--- src/rtl/latealu_pkg.sv ---
// Shared definitions for the late-ALU stage: op codes, FSM encoding and helpers.
// The ALU stage imports the same op-code constants.
package latealu_pkg;

    localparam logic [5:0] LATEALU_OP_MULT  = 6'b000100;
    localparam logic [5:0] LATEALU_OP_MTHI  = 6'b000101;
    localparam logic [5:0] LATEALU_OP_MTLO  = 6'b000110;
    localparam logic [5:0] LATEALU_OP_MULTU = 6'b000111;

    typedef enum logic [1:0] {
        ST_IDLE = 2'd0,
        ST_MUL  = 2'd1,
        ST_WB   = 2'd2
    } latealu_state_e;

    function automatic logic is_latealu_op(input logic [5:0] op);
        return (op == LATEALU_OP_MULT) || (op == LATEALU_OP_MULTU) ||
               (op == LATEALU_OP_MTHI) || (op == LATEALU_OP_MTLO);
    endfunction

    // 32-bit unsigned magnitude; 0x80000000 maps to 2^31 unchanged.
    function automatic logic [31:0] mag32(input logic [31:0] v);
        return v[31] ? (~v + 32'd1) : v;
    endfunction

endpackage

--- src/rtl/latealu_mul_core.sv ---
// Iterative unsigned 32x32->64 shift-add multiplier retiring ITER_BITS
// multiplier bits per cycle; done is high during the final iteration cycle.
module latealu_mul_core #(
    parameter int ITER_BITS = 1
) (
    input  logic        clk,
    input  logic        rst,
    input  logic        start,
    input  logic [31:0] mcand,
    input  logic [31:0] mplier,
    output logic        done,
    output logic [63:0] product
);
    localparam int N_ITER = 32 / ITER_BITS;
    localparam int CNT_W  = $clog2(N_ITER);

    logic [63:0]      mcand_q, mcand_d;
    logic [31:0]      mplier_q, mplier_d;
    logic [63:0]      acc_q, acc_d;
    logic [CNT_W-1:0] cnt_q, cnt_d;
    logic             run_q, run_d;
    logic [63:0]      partial;

    always_comb begin
        // NOTE: every combinationally driven signal gets a default first so no latch is inferred.
        mcand_d  = mcand_q;
        mplier_d = mplier_q;
        acc_d    = acc_q;
        cnt_d    = cnt_q;
        run_d    = run_q;
        partial  = '0;
        for (int i = 0; i < ITER_BITS; i++) begin
            if (mplier_q[i]) partial = partial + (mcand_q << i);
        end
        if (start) begin
            mcand_d  = {32'd0, mcand};
            mplier_d = mplier;
            acc_d    = '0;
            cnt_d    = '0;
            run_d    = 1'b1;
        end else if (run_q) begin
            acc_d    = acc_q + partial;
            mcand_d  = mcand_q << ITER_BITS;
            mplier_d = mplier_q >> ITER_BITS;
            cnt_d    = cnt_q + 1'b1;
            if (done) run_d = 1'b0;
        end
    end

    always_ff @(posedge clk) begin
        if (rst) begin
            mcand_q  <= '0;
            mplier_q <= '0;
            acc_q    <= '0;
            cnt_q    <= '0;
            run_q    <= 1'b0;
        end else begin
            mcand_q  <= mcand_d;
            mplier_q <= mplier_d;
            acc_q    <= acc_d;
            cnt_q    <= cnt_d;
            run_q    <= run_d;
        end
    end

    assign done    = run_q && (cnt_q == CNT_W'(N_ITER - 1));
    assign product = acc_q;

endmodule

--- src/rtl/pipeline_latealu.sv ---
// Late-ALU stage: owns HI/LO, runs mult/multu on the iterative core and
// executes mthi/mtlo in one cycle; commands arriving while busy are dropped.
module pipeline_latealu
    import latealu_pkg::*;
#(
    parameter int ITER_BITS = 1
) (
    input  logic        clk,
    input  logic        rst,
    input  logic        latealu_enable,
    input  logic [5:0]  latealu_op,
    input  logic [31:0] latealu_a0,
    input  logic [31:0] latealu_a1,
    output logic [31:0] latealu_mult_hi,
    output logic [31:0] latealu_mult_lo,
    output logic        latealu_busy,
    output logic        latealu_overrun
);
    latealu_state_e state_q, state_d;
    logic [31:0]    hi_q, hi_d, lo_q, lo_d;
    logic           neg_q, neg_d;
    logic           busy_q, busy_d;
    logic           overrun_q, overrun_d;
    logic           cmd, mul_start, mul_done;
    logic [31:0]    mul_a, mul_b;
    logic [63:0]    mul_product;

    latealu_mul_core #(.ITER_BITS(ITER_BITS)) u_mul_core (
        .clk     (clk),
        .rst     (rst),
        .start   (mul_start),
        .mcand   (mul_a),
        .mplier  (mul_b),
        .done    (mul_done),
        .product (mul_product)
    );

    always_comb begin
        state_d   = state_q;
        hi_d      = hi_q;
        lo_d      = lo_q;
        neg_d     = neg_q;
        mul_start = 1'b0;
        mul_a     = '0;
        mul_b     = '0;
        cmd       = latealu_enable && is_latealu_op(latealu_op);
        overrun_d = cmd && (state_q != ST_IDLE);
        case (state_q)
            ST_IDLE: begin
                if (cmd) begin
                    case (latealu_op)
                        LATEALU_OP_MTHI: hi_d = latealu_a0;
                        LATEALU_OP_MTLO: lo_d = latealu_a0;
                        LATEALU_OP_MULT: begin
                            mul_start = 1'b1;
                            mul_a     = mag32(latealu_a0);
                            mul_b     = mag32(latealu_a1);
                            neg_d     = latealu_a0[31] ^ latealu_a1[31];
                            state_d   = ST_MUL;
                        end
                        LATEALU_OP_MULTU: begin
                            mul_start = 1'b1;
                            mul_a     = latealu_a0;
                            mul_b     = latealu_a1;
                            neg_d     = 1'b0;
                            state_d   = ST_MUL;
                        end
                        default: ;
                    endcase
                end
            end
            ST_MUL: if (mul_done) state_d = ST_WB;
            ST_WB: begin
                {hi_d, lo_d} = neg_q ? (~mul_product + 64'd1) : mul_product;
                state_d      = ST_IDLE;
            end
            default: state_d = ST_IDLE;
        endcase
        busy_d = (state_d != ST_IDLE);
    end

    always_ff @(posedge clk) begin
        if (rst) begin
            state_q   <= ST_IDLE;
            hi_q      <= '0;
            lo_q      <= '0;
            neg_q     <= 1'b0;
            busy_q    <= 1'b0;
            overrun_q <= 1'b0;
        end else begin
            state_q   <= state_d;
            hi_q      <= hi_d;
            lo_q      <= lo_d;
            neg_q     <= neg_d;
            busy_q    <= busy_d;
            overrun_q <= overrun_d;
        end
    end

    assign latealu_mult_hi = hi_q;
    assign latealu_mult_lo = lo_q;
    assign latealu_busy    = busy_q;
    assign latealu_overrun = overrun_q;

endmodule

--- config.mk ---
export PLATFORM = sky130hd
export DESIGN_NAME = pipeline_latealu
export DESIGN_NICKNAME = d
export VERILOG_FILES = /design/src/rtl/latealu_pkg.sv /design/src/rtl/latealu_mul_core.sv /design/src/rtl/pipeline_latealu.sv
export SDC_FILE = /design/constraint.sdc
export NUM_CORES = 1
export LEC_CHECK = 0
export BUFFER_PORTS_ARGS = -buffer_cell sky130_fd_sc_hd__buf_2
export CAP_MARGIN = 15
export CORE_ASPECT_RATIO = 0.5
export CORE_MARGIN = 2
export CORE_UTILIZATION = 55
export CTS_CLUSTER_SIZE = 40
export DETAILED_ROUTE_END_ITERATION = 10
export PLACE_DENSITY_LB_ADDON = 0.3
export SLEW_MARGIN = 10
export SYNTH_ARGS = -nofsm -noshare
export SYNTH_HDL_FRONTEND = slang
export SYNTH_SLANG_ARGS = --single-unit
--- constraint.sdc ---
create_clock -name clk -period 4.2 [get_ports clk]
set_input_delay 0.21 -clock clk [delete_from_list [all_inputs] [get_ports clk]]
set_output_delay 0.21 -clock clk [all_outputs]
set_load 0.01 [all_outputs]
==> flow_summary.toml <==
[critical_path]
critPathSlowestCell = "or4_1"
cp-start-kind = "flip-flop"
r2r_slack_ps = 270
cp_max_fo = 34
path_cells = "buf_4 -> buf_4 -> and2_1 -> ha_1 -> a21oi_1 -> o21ai_0 -> or4_1 -> o211ai_1 -> a211oi_1 -> o21ai_0 -> nand3_1 -> a32o_1"
critPathCaptureType = "flip-flop"
rr_endpoint = "u_mul_core.product[58]$_SDFFE_PP0P_"
r2r_start = "u_mul_core.mplier_q[0]$_SDFFE_PP0P_"
worstSetupStartpoint = "u_mul_core.mplier_q[0]$_SDFFE_PP0P_"
worst-r2r-cell-count = 12
critical_path_class = "reg2reg"
crit_required_ps = 4620
crit_arrival_ps = 4350
max_stage_delay_ps = 550

[logic_synthesis]
ys_async_sr_fraction_pct = 0
avgSynthCellArea_um2 = 7.834
synth-seq-cells = 235
synthesis.nets = 2243
synth_common_cells = "dfxtp_1, nor2_1, a21oi_1, nand2_1, clkbuf_1"
ys.flop_type = "dfxtp_1"
ys_types = 80
synth_edf_count = 0
yosys.area.top_type = "dfxtp_1"
yosysWarnings = 0
syn_inst = 2101
synth_seq_area_share_pct = 28.58
netlist.area_leader.share_pct = 28.58
synthTopCellsByArea = "dfxtp_1, mux2i_1, nor2_1"
synth.cell_area_um2 = 16460

[drt]
ant_nets = 0
first_pass_iters = 11
num_vias = 16590
drc = 8
drt_iter0_drc = 2074
wire_per_inst_um = 20.92
wl_mm = 53.32
vias_per_cell = 6.507

[flow_run]
max_cap_viol_count = 0

[floorplanning]
fp.dieArea_um2 = 31410
die_w_um = 248.7
initial_core_util_pct = 56.30
ioPinCount = 139
core_area_um2 = 29230
die_h_um = 126.3
rows = 44

[timing]
rsz0062_at_grt = "false"
hold_ws_ps = -4.552
relSlewSlack_pct = 19.66
layout_setup_ws_ps = 271.5
hold_viol_final = 1
tightest_slew_ps = 1205
fin_crit_ps = 3929
tns_ps = 0
finClkSkew_ps = 8.430
setup_viol = 0
maxClockFrequency_mhz = 254.5
slew_viol_final = 0
finalCritPeriodShare_pct = 93.54

[grt]
grt_first_pass_wirelength_mm = 82.57
grt_pass1_vias = 14740
grt_max_degree = 116
antenna_found_initial = 0
overflow = 0
grt.total_usage_pct = 32.52

[run_status]
violations = "DRC, hold timing"
status = "finished, violations left"

[placement]
post-dp-hpwl_mm = 38.72
pre_cts_slack_ps = 32.05
place_congestion = 0.9727
place_area_um2 = 17340
io_buffers = 138

[min_path]
hold_class = "in2reg"
hold_path_startpoint = "latealu_a1[0]"
min_path_cells = 3
min_delay_worst_endpoint = "u_mul_core.mplier_q[0]$_SDFFE_PP0P_"

[power]
total_power_uw = 4849
switching_share_pct = 24.39
p_int_uw = 3666
pwr-share-clk_pct = 46.9
p_per_area_nw_per_um2 = 266.4
p_switching_uw = 1183
pwr-share-comb_pct = 6.5
ir_drop_mv = 0.2263
p_leak_uw = 0.007142
seqPwrFrac_pct = 46.6

[clocking]
cts_tree = "built"
clock_sinks = 235
cts_buffers = 23
clock_latency_ps = 530
postCtsSetupBuffers = 0
root_buffer = "clkbuf_16"
htree_levels = 1
clk_path_buf_depth = 3
clkTransAtPathRegs_ps = 60

[cells_and_area]
fin_area_um2 = 18200
fillers = 2638
utilization_pct = 62.26
layout-drive-gt1-share_pct = 11.77
diodes = 0
seqCellArea_um2 = 4711
area_growth_pct = 10.57
multi_input_area_um2 = 11100
final_nets = 2285
==> kinds of logic (layout without fill, tap and decap cells) <==
family                     count (synthesis)  count (layout)  synth area share (%)
and+or+nand+nor                          741             741                 22.24
AOI/OAI and AO/OA                        643             643                 26.69
DFF                                      235             235                 28.58
buffers and inverters                    186             243                 4.242
muxes                                    114             114                 6.948
xor gates and xnor gates                 113             113                 6.013
adders and majority gates                 69              69                 5.291
==> state kept, by name (all words and copies together) (netlist names) <==
| name | count |
|---|---|
| latealu_mult_lo | 32 |
| u_mul_core.run_q | 1 |
| latealu_overrun | 1 |
| u_mul_core.cnt_q | 5 |
| state_q | 2 |
| neg_q | 1 |
| latealu_mult_hi | 32 |
| latealu_busy | 1 |
| u_mul_core.product | 64 |
| u_mul_core.mcand_q | 64 |
| u_mul_core.mplier_q | 32 |
==> worst max-delay path, delay by kind of cell (launching register included) <==
| kind | cells | cell delay (ps) |
|---|---|---|
| fa+ha+maj | 1 | 300 |
| simple gates | 3 | 830 |
| buf+inv | 2 | 530 |
| flops | 1 | 540 |
| compound gates | 6 | 1610 |
==> power by group through the flow <==
stage | clock network (µW) | logic (µW) | registers [µW]
after floorplan | 0 | 166 | 2300
after global placement | 0 | 297 | 2310
after detailed placement | 0 | 299 | 2310
after CTS | 2290 | 303 | 2260
after global routing | 2390 | 333 | 2260
final | 2280 | 314 | 2260
==> layer usage <==
metal	track usage (%)	wire, µm
met5	0	0
met4	12.44	2110
met3	5.828	4719
met2	51.37	23350
met1	44.59	23130
==> repair_timing <==
action | 4_1_cts | 5_1_grt
hold buffers | 3 | 0
hold endpoints to repair | 3 | 0
gates resized for setup | 0 | 2
setup endpoints to repair | 0 | 14
==> layout by cell type, fill, tap and decap left out, types with 13 or more instances in the layout <==
cell type and count:
a211oi_1 90, a21o_1 36, a21oi_1 147, a221oi_1 28, a222oi_1 18, a311oi_1 14, a31oi_1 22, and2_1 68
buf_2 137, buf_4 31, clkbuf_16 24, dfxtp_1 232, ha_1 68, inv_1 30, mux2i_1 112, nand2_1 144
nand2b_1 16, nand3_1 65, nand3b_1 13, nand4_1 30, nor2_1 234, nor2b_1 30, nor3_1 45, o21ai_0 110
o31ai_1 40, o41ai_1 19, or3_1 23, or4_1 14, xnor2_1 57, xor2_1 56
==> layout make-up <==
class                   count  share of cell area (%)
multi-input cells        1680                   60.99
flip-flops and latches    235                   25.88
repair buffers            172                   5.321
clock buffers              30                   3.754
well taps                 391                   2.688
clock inverters            10                  0.7287
inverters                  31                  0.6394
==> worst max path at each step <==
stage,to,slack (ps),cells past startpoint
2_1_floorplan,u_mul_core.product[55]$_SDFFE_PP0P_,700,14
4_1_cts,u_mul_core.product[55]$_SDFFE_PP0P_,10,13
3_3_place_gp,u_mul_core.product[55]$_SDFFE_PP0P_,70,13
3_5_place_dp,u_mul_core.product[55]$_SDFFE_PP0P_,30,13
6_report,u_mul_core.product[58]$_SDFFE_PP0P_,270,12
5_1_grt,u_mul_core.product[50]$_SDFFE_PP0P_,10,12
==> stage by stage <==
stage          hold slack, ps  instances
2_1_floorplan           346.0       2101
3_3_place_gp            442.8       2506
3_5_place_dp            446.4       2506
4_1_cts                0.3652       2549
5_1_grt                 11.16       2549
6_report               -4.552       2549
Power figures use the tool's default switching activity.
